**config.mk**
```make
export PLATFORM = sky130hd
export DESIGN_NAME = gen_scheduler
export DESIGN_NICKNAME = d
export VERILOG_FILES = /design/src/rtl/gen_scheduler.sv
export SDC_FILE = /design/constraint.sdc
export NUM_CORES = 1
export LEC_CHECK = 0
export CAP_MARGIN = 20
export CORE_ASPECT_RATIO = 1.2
export CORE_MARGIN = 4
export CORE_UTILIZATION = 53
export CTS_BUF_LIST = sky130_fd_sc_hd__clkbuf_4
export CTS_CLUSTER_DIAMETER = 150
export DETAILED_ROUTE_END_ITERATION = 10
export GPL_TIMING_DRIVEN = 0
export PLACE_DENSITY = 0.91
export SLEW_MARGIN = 40
export SYNTH_ARGS = -nofsm -noshare
export SYNTH_HDL_FRONTEND = slang
export SYNTH_SLANG_ARGS = --single-unit
```
**constraint.sdc**
```tcl
create_clock -name out_stream_aclk -period 4.3 [get_ports out_stream_aclk]
set_input_delay 0.43 -clock out_stream_aclk [delete_from_list [all_inputs] [get_ports out_stream_aclk]]
set_output_delay 0.43 -clock out_stream_aclk [all_outputs]
set_load 0.02 [all_outputs]
```
**src/rtl/gen_scheduler.sv**
```systemverilog
// -----------------------------------------------------------------------------
// gen_scheduler
//
// Sequences one Game-of-Life generation across the ping-pong line BRAMs.
// The current bank (cur_bank) is both displayed and read by the next-state
// engine. Its single read port is shared, and the display always wins.
// Result rows are written into the other bank. The banks swap only on a
// display frame boundary, so a half-computed grid is never shown.
//
// Ports
//   out_stream_aclk        clock for all logic
//   periph_resetn          asynchronous active-low reset
//   pause / step           run control, sampled only in IDLE
//   init_busy              loader active; aborts any generation in progress
//   frame_start            display start-of-frame pulse; releases a bank swap
//   disp_req / disp_addr   display row read request (highest priority)
//   calc_done              engine finished the current row
//   ram_rd_en / ram_rd_addr  read port of the current bank
//   cur_bank               bank being displayed and read (0 = A, 1 = B)
//   disp_valid             display data on douta this cycle
//   eng_row_valid / eng_row_slot  engine data on douta and its line-buffer slot
//   calc_go / calc_row     engine start pulse and row being computed
//   wr_en / wr_addr        write port of bank ~cur_bank
//   gen_done / gen_count   swap pulse and completed-generation counter
//   busy                   high in any state other than IDLE
// -----------------------------------------------------------------------------
module gen_scheduler #(
  parameter int Y_SIZE  = 720,
  parameter int Y_WIDTH = $clog2(Y_SIZE)
) (
  input  logic               out_stream_aclk,
  input  logic               periph_resetn,
  input  logic               pause,
  input  logic               step,
  input  logic               init_busy,
  input  logic               frame_start,
  input  logic               disp_req,
  input  logic [Y_WIDTH-1:0] disp_addr,
  input  logic               calc_done,
  output logic               ram_rd_en,
  output logic [Y_WIDTH-1:0] ram_rd_addr,
  output logic               cur_bank,
  output logic               disp_valid,
  output logic               eng_row_valid,
  output logic [1:0]         eng_row_slot,
  output logic               calc_go,
  output logic [Y_WIDTH-1:0] calc_row,
  output logic               wr_en,
  output logic [Y_WIDTH-1:0] wr_addr,
  output logic               gen_done,
  output logic [31:0]        gen_count,
  output logic               busy
);

  typedef enum logic [2:0] {
    S_IDLE,
    S_PRIME,
    S_CALC,
    S_WRITE,
    S_ADVANCE,
    S_DONE
  } state_t;

  // Line-buffer slot codes.
  localparam logic [1:0] SLOT_TOP   = 2'd0;
  localparam logic [1:0] SLOT_MID   = 2'd1;
  localparam logic [1:0] SLOT_BOT   = 2'd2;
  localparam logic [1:0] SLOT_SHIFT = 2'd3;

  localparam logic [Y_WIDTH-1:0] ROW_LAST   = Y_WIDTH'(Y_SIZE - 1);
  localparam logic [Y_WIDTH-1:0] ROW_PENULT = Y_WIDTH'(Y_SIZE - 2);

  state_t             r_state;
  logic [Y_WIDTH-1:0] r_row;        // row being computed (r)
  logic [1:0]         r_prime_idx;  // which of the three priming reads is next
  logic               r_cur_bank;
  logic               r_disp_valid;
  logic               r_eng_valid;
  logic [1:0]         r_eng_slot;
  logic               r_calc_go;
  logic               r_wr_en;
  logic               r_gen_done;
  logic [31:0]        r_gen_count;
  logic               r_busy;

  logic               w_eng_req;
  logic               w_eng_grant;
  logic [Y_WIDTH-1:0] w_eng_addr;
  logic [1:0]         w_eng_slot;

  // Engine read request for the current state. The row below r+1 is r+2,
  // which wraps to 0 only when r is the second-to-last row.
  // NOTE: every signal written in always_comb gets a default first, so no
  // path leaves it unassigned and no latch is inferred.
  always_comb begin
    w_eng_req  = 1'b0;
    w_eng_addr = '0;
    w_eng_slot = SLOT_TOP;
    case (r_state)
      S_PRIME: begin
        w_eng_req = 1'b1;
        case (r_prime_idx)
          2'd0: begin
            w_eng_addr = ROW_LAST;
            w_eng_slot = SLOT_TOP;
          end
          2'd1: begin
            w_eng_addr = '0;
            w_eng_slot = SLOT_MID;
          end
          default: begin
            w_eng_addr = Y_WIDTH'(1);
            w_eng_slot = SLOT_BOT;
          end
        endcase
      end
      S_ADVANCE: begin
        w_eng_req  = 1'b1;
        w_eng_addr = (r_row == ROW_PENULT) ? '0 : r_row + Y_WIDTH'(2);
        w_eng_slot = SLOT_SHIFT;
      end
      default: ;
    endcase
  end

  // The display owns the port whenever it asks; an engine read waits.
  assign w_eng_grant = w_eng_req & ~disp_req;
  assign ram_rd_en   = disp_req | w_eng_req;
  assign ram_rd_addr = disp_req ? disp_addr : w_eng_addr;

  // NOTE: sequential state uses non-blocking assignments only, so every
  // register samples the pre-edge values of the others.
  always_ff @(posedge out_stream_aclk or negedge periph_resetn) begin
    if (!periph_resetn) begin
      r_state      <= S_IDLE;
      r_row        <= '0;
      r_prime_idx  <= 2'd0;
      r_cur_bank   <= 1'b0;
      r_disp_valid <= 1'b0;
      r_eng_valid  <= 1'b0;
      r_eng_slot   <= SLOT_TOP;
      r_calc_go    <= 1'b0;
      r_wr_en      <= 1'b0;
      r_gen_done   <= 1'b0;
      r_gen_count  <= '0;
      r_busy       <= 1'b0;
    end else begin
      // BRAM read latency is one cycle: the valids trail the grants by one.
      r_disp_valid <= disp_req;
      r_eng_valid  <= w_eng_grant;
      r_eng_slot   <= w_eng_grant ? w_eng_slot : SLOT_TOP;
      r_calc_go    <= 1'b0;
      r_wr_en      <= 1'b0;
      r_gen_done   <= 1'b0;

      if (init_busy) begin
        // The loader is rewriting the grid. Drop the partial generation,
        // including a read landing next cycle. Bank and count are kept.
        r_state     <= S_IDLE;
        r_row       <= '0;
        r_prime_idx <= 2'd0;
        r_eng_valid <= 1'b0;
        r_eng_slot  <= SLOT_TOP;
        r_busy      <= 1'b0;
      end else begin
        case (r_state)
          S_IDLE: begin
            if (!pause || step) begin
              r_state     <= S_PRIME;
              r_row       <= '0;
              r_prime_idx <= 2'd0;
              r_busy      <= 1'b1;
            end
          end

          S_PRIME: begin
            if (w_eng_grant) begin
              if (r_prime_idx == 2'd2) begin
                r_prime_idx <= 2'd0;
                r_state     <= S_CALC;
                r_calc_go   <= 1'b1;
              end else begin
                r_prime_idx <= r_prime_idx + 2'd1;
              end
            end
          end

          S_CALC: begin
            if (calc_done) begin
              r_state <= S_WRITE;
              r_wr_en <= 1'b1;
            end
          end

          S_WRITE: begin
            r_state <= (r_row == ROW_LAST) ? S_DONE : S_ADVANCE;
          end

          S_ADVANCE: begin
            if (w_eng_grant) begin
              r_row     <= r_row + Y_WIDTH'(1);
              r_state   <= S_CALC;
              r_calc_go <= 1'b1;
            end
          end

          S_DONE: begin
            if (frame_start) begin
              r_cur_bank  <= ~r_cur_bank;
              r_gen_done  <= 1'b1;
              r_gen_count <= r_gen_count + 32'd1;
              r_state     <= S_IDLE;
              r_busy      <= 1'b0;
            end
          end

          default: begin
            r_state <= S_IDLE;
            r_busy  <= 1'b0;
          end
        endcase
      end
    end
  end

  assign cur_bank      = r_cur_bank;
  assign disp_valid    = r_disp_valid;
  assign eng_row_valid = r_eng_valid;
  assign eng_row_slot  = r_eng_slot;
  assign calc_go       = r_calc_go;
  assign calc_row      = r_row;
  assign wr_en         = r_wr_en;
  assign wr_addr       = r_row;
  assign gen_done      = r_gen_done;
  assign gen_count     = r_gen_count;
  assign busy          = r_busy;

endmodule
```
# Yosys cells after proc, flatten, opt, wreduce, memory -nomap -nowiden
# Index checks and enable logic that the tools add are counted.
# word_totals
wordCells,93
mem_bits_ro,0
output_inout_bits,72
input_bits,18
latchBits,0
ff_bits,56
mem_bits_rw,0
memories,0
# op_classes
addsub,4
n_eq_ne,16
mux,43
n_shift,0
order_cmp,0
bitwise,5
div_mod_pow,0
n_reduce_logical,13
n_mul,0
# op_table
cell,count
$pmux 10 s2,3
$mux 10,5
$add 32x1->32 const B,1
$mux 3,7
$eq 10x10->1 const B,2
$ne 3x3->1 const B,6
$pmux 3 s6,1
$mux 1,16
$mux 2,6
$pmux 2 s2,3
$reduce_and 3->1,4
$add 10x1->10 const B,1
$add 10x2->10 const B,1
$eq 3x2->1 const B,2
$eq 3x3->1 const B,2
$reduce_and 6->1,1
$reduce_bool 3->1,2
$reduce_or 4->1,1
$eq 3x1->1 const B,1
$logic_not 3->1,1
$not 1->1,3
$pmux 1 s3,1
$add 2x1->2 const B,1
$eq 2x1->1 const B,1
9 further kinds,9

# Depth between registers and ports, before layout
# depth
depth_word,7
mapped_depth,7

# Worst setup path after synthesis
# No wires, ideal clock.
# synth_timing
kind,flip-flop to output port
from,register r_row[0] (netlist: calc_row[0])
to,output port ram_rd_addr[3]
required_ns,3.870
path_slack_ns,2.078
stages_incl_launch_ff,8
arrival_ns,1.792
n_path_buf,1
path_cell_list,dfrtp_1 inv_1 ha_1 nand3_1 nor3_1 or3_1 buf_2 o21ai_1
# synth_via
elab_chain_len,4
# synth_lines
element,line,source
from (decl),74,logic [Y_WIDTH-1:0] r_row;
from (signal assigned),201,r_row <= r_row + Y_WIDTH'(1);
$add 10x2->10 or $eq 10x10->1 (tied branches),119,w_eng_addr = (r_row == ROW_PENULT) ? '0 : r_row + Y_WIDTH'(2);
$mux 10 (*),119,
$pmux 10 s2 (*),99,case (r_state)
$mux 10 (*),129,assign ram_rd_addr = disp_req ? disp_addr : w_eng_addr;
to (decl),41,"output logic [Y_WIDTH-1:0] ram_rd_addr,"
# Every way passes the cells marked *; elsewhere a longest branch is shown, timed or not.

# Final worst setup path
# layout_timing
from,input port disp_req
to,output port ram_rd_addr[7]
# layout_via
elab_chain_len,1
# layout_lines
element,line,source
from (decl),37,"input logic disp_req,"
$mux 10,129,
# No other way between the ends.

==> impl_metrics.csv <==
group,metric,value,unit
worst_setup_path,ff2ff_path_depth,5,
timing,tns,0,ns
worst_setup_path,slowest_delay,0.63,ns
worst_setup_path,cp_data_arrival_time,2.77,ns
detailed_routing,viasPerCell,5.71,
cells_and_area,finalNetCount,443,
global_routing,antenna_found_initial,0,
run,max-cap-violations,0,
timing,slew_viol_final,0,
worst_setup_path,crit_slowest_cell,"clkdlybuf4s50_1",
worst_setup_path,start_kind,"primary input",
placed_design,dp.cells,492,
logic_synthesis,syn_area_per_cell,9.90,um2
clock_network,clkTransAtPathRegs,0.15,ns
detailed_routing,num_vias,2855,
global_routing,grt_max_degree,31,
timing,finClkSkew,0.00648,ns
power_and_ir_drop,ir_drop,0.000156,V
timing,worst_slew_pin_slew,0.684,ns
min_path,hold_path_class,"flop to flop",
floorplanning,die-area,0.00733,mm2
floorplanning,die_w,78.8,um
worst_setup_path,crit_required,3.87,ns
detailed_routing,firstDrtPassIters,4,
floorplanning,core,0.00574,mm2
detailed_routing,drtIter0Drc,293,
worst_setup_path,r2r_setup_slack,2.28,ns
timing,hold_violations,0,
cells_and_area,most-common-layout-cells,"88 x clkdlybuf4s50_1, 56 x dfrtp_1, 25 x nand2_1",
clock_network,clkLatencyLatePin,0.36,ns
detailed_routing,ant_nets,0,
cells_and_area,area_delta_synth_final,33.5,%
worst_setup_path,cp_max_fo,10,
clock_network,cts_resized,0,
timing,setup_viol,0,
clock_network,clkSinkCount,56,
logic_synthesis,yosysWarningCount,0,
cells_and_area,drive_gt1_share,12.6,%
power_and_ir_drop,p_per_area,210,mW/mm2
worst_setup_path,crit_type,"primary input to output pin",
timing,rsz0062_at_grt,"false",
cells_and_area,fin_cells,500,
floorplanning,die_y,93.0,um
clock_network,htree_levels,2,
logic_synthesis,yosysUniqueCellTypes,54,
logic_synthesis,synth_edf_count,0,
clock_network,clock-root-buffer,"clkbuf_4",
logic_synthesis,syn-num-nets,345,
min_path,holdPathEnd,"cur_bank",
worst_setup_path,path_cells,"clkdlybuf4s50_1 > clkbuf_1 > nor3_1 > nor4b_2 > a21oi_1 > o21ai_1 > clkdlybuf4s50_1",
min_path,hp-start,"cur_bank",
global_routing,overflow,0,
min_path,whs_path_depth,1,
global_routing,grt.total_usage,23.3,%
global_routing,grt_pass1_vias,2905,
detailed_routing,wirelength,8120,um
worst_setup_path,cpMostUsedCell,"clkdlybuf4s50_1",
floorplanning,start_util,55.5,%
global_routing,grt_pass1_wl,13900,um
detailed_routing,drc,0,
logic_synthesis,seq_area_frac_synth,44.0,%
floorplanning,io_pins,90,
floorplanning,rows,30,
cells_and_area,fillers,408,
cells_and_area,antennaDiodeCount,0,
placed_design,dp_hpwl,6050,um
clock_network,cts_buffer_depth,2,
logic_synthesis,postSynthCellCount,322,
cells_and_area,final_common_cell,"clkdlybuf4s50_1",
worst_setup_path,r2r-end,"r_state[0]",
clock_network,cts_tree,"done",
placed_design,portBuffers,89,
worst_setup_path,cp-end-kind,"output pin",
timing,fmax,313,MHz
logic_synthesis,synth_area,0.00319,mm2
power_and_ir_drop,p_leak,1.89,nW
clock_network,numCtsBuffers,5,
logic_synthesis,ys.flop_type,"dfrtp_1",
timing,period_share,74.3,%
outcome,outcome,"finished clean",
placed_design,gp_congestion,0.890,
timing,period_needed,3.20,ns
detailed_routing,wl_per_cell,16.2,um
timing,max_slew_margin,54.3,%
logic_synthesis,async_flop_share,100,%
worst_setup_path,r2r-start,"calc_row[1]",
logic_synthesis,synth-seq-cells,56,
==> cell families after synthesis <==
kind of cell    after synthesis  synth area share [%]
fa+ha+maj                     5                  1.96
simple gates                125                  24.7
flops                        56                  44.0
compound gates               52                  10.5
mux                           3                  1.02
xor+xnor                     40                  11.0
buf+inv                      41                  6.87
==> report_power, final <==
part	leakage [nW]	internal, mW	total (mW)	switching, mW
sequential	0.744	0.532	0.538	0.00550
combinational	1.11	0.0589	0.131	0.0724
clock	0.0315	0.0672	0.226	0.158
total	1.89	0.658	0.894	0.236
==> cell type report <==
class | instances | area (um2) | area share, %
sequential | 56 | 1400 | 32.9
tap | 80 | 100 | 2.35
timing repair buffer | 91 | 918 | 21.6
buffer | 24 | 155 | 3.64
clock buffer | 6 | 45.0 | 1.06
inverter | 17 | 63.8 | 1.50
multi-input combinational | 225 | 1570 | 36.8
clock inverter | 1 | 5.00 | 0.118
==> cell usage after synthesis (all sizes together), types with 3 or more instances <==
library cell | instances | share of area, %
o21ai | 15 | 2.4
buf | 20 | 4.4
or3 | 5 | 0.98
nor3 | 12 | 2.2
xnor2 | 17 | 4.7
or4 | 4 | 0.94
inv | 17 | 2.0
nand2 | 25 | 2.9
and3 | 3 | 0.59
ha | 5 | 2.0
nand2b | 3 | 0.59
dfrtp | 56 | 44
and2 | 3 | 0.59
and4 | 6 | 1.6
nor4 | 8 | 3.7
or2 | 3 | 0.59
nor2 | 23 | 2.8
nand4 | 11 | 3.2
nand3 | 13 | 2.0
a21oi | 16 | 2.5
o31ai | 5 | 1.2
clkbuf | 4 | 0.47
a31o | 3 | 0.82
xor2 | 23 | 6.3
==> stage by stage <==
step                power [mW]  setup slack (ns)  area [um2]  util [%]  hold WS [ns]
finish                   0.894              1.10        4260      74.1         0.475
global route             0.927             0.893        4260      74.1         0.501
CTS                      0.897              1.08        4260      74.1         0.479
detailed placement       0.677              1.10        4200      73.1         0.384
global placement         0.673              1.10        4180      72.8         0.456
floorplan                0.610              2.08        3190         -         0.134
==> registers in the layout (all words and copies together), names as in the netlist, 2 cells and up <==
name          count
r_state           3
r_prime_idx       2
calc_row         10
eng_row_slot      2
gen_count        32
==> critical path: cells and delay by family <==
family / cells / cell delay, ns
buf+inv: 3 / 1.29
compound gates: 2 / 0.20
simple gates: 2 / 0.85
==> worst max-delay path by stage <==
stage                        startpoint              to
final                          disp_req  ram_rd_addr[7]
after global routing           disp_req  ram_rd_addr[2]
after CTS                      disp_req  ram_rd_addr[7]
after detailed placement       disp_req  ram_rd_addr[7]
after global placement    periph_resetn           wr_en
after floorplan             calc_row[0]  ram_rd_addr[3]
==> per-layer routing <==
| layer | vias up | GRT usage (%) | share of wire [%] |
|---|---|---|---|
| met2 | 148 | 41.4 | 51 |
| met4 | 0 | 6.71 | 1.9 |
| met1 | 1365 | 27.3 | 39 |
| met3 | 19 | 6.23 | 8.5 |
| li1 | 1323 | - | - |
| met5 | - | 0 | 0 |
==> repair_timing <==
action	in CTS	in global routing
buffers inserted	0	0
endpoints found under the hold margin	29	0
hold buffers	1	0
(Power assumes the default switching activity.)
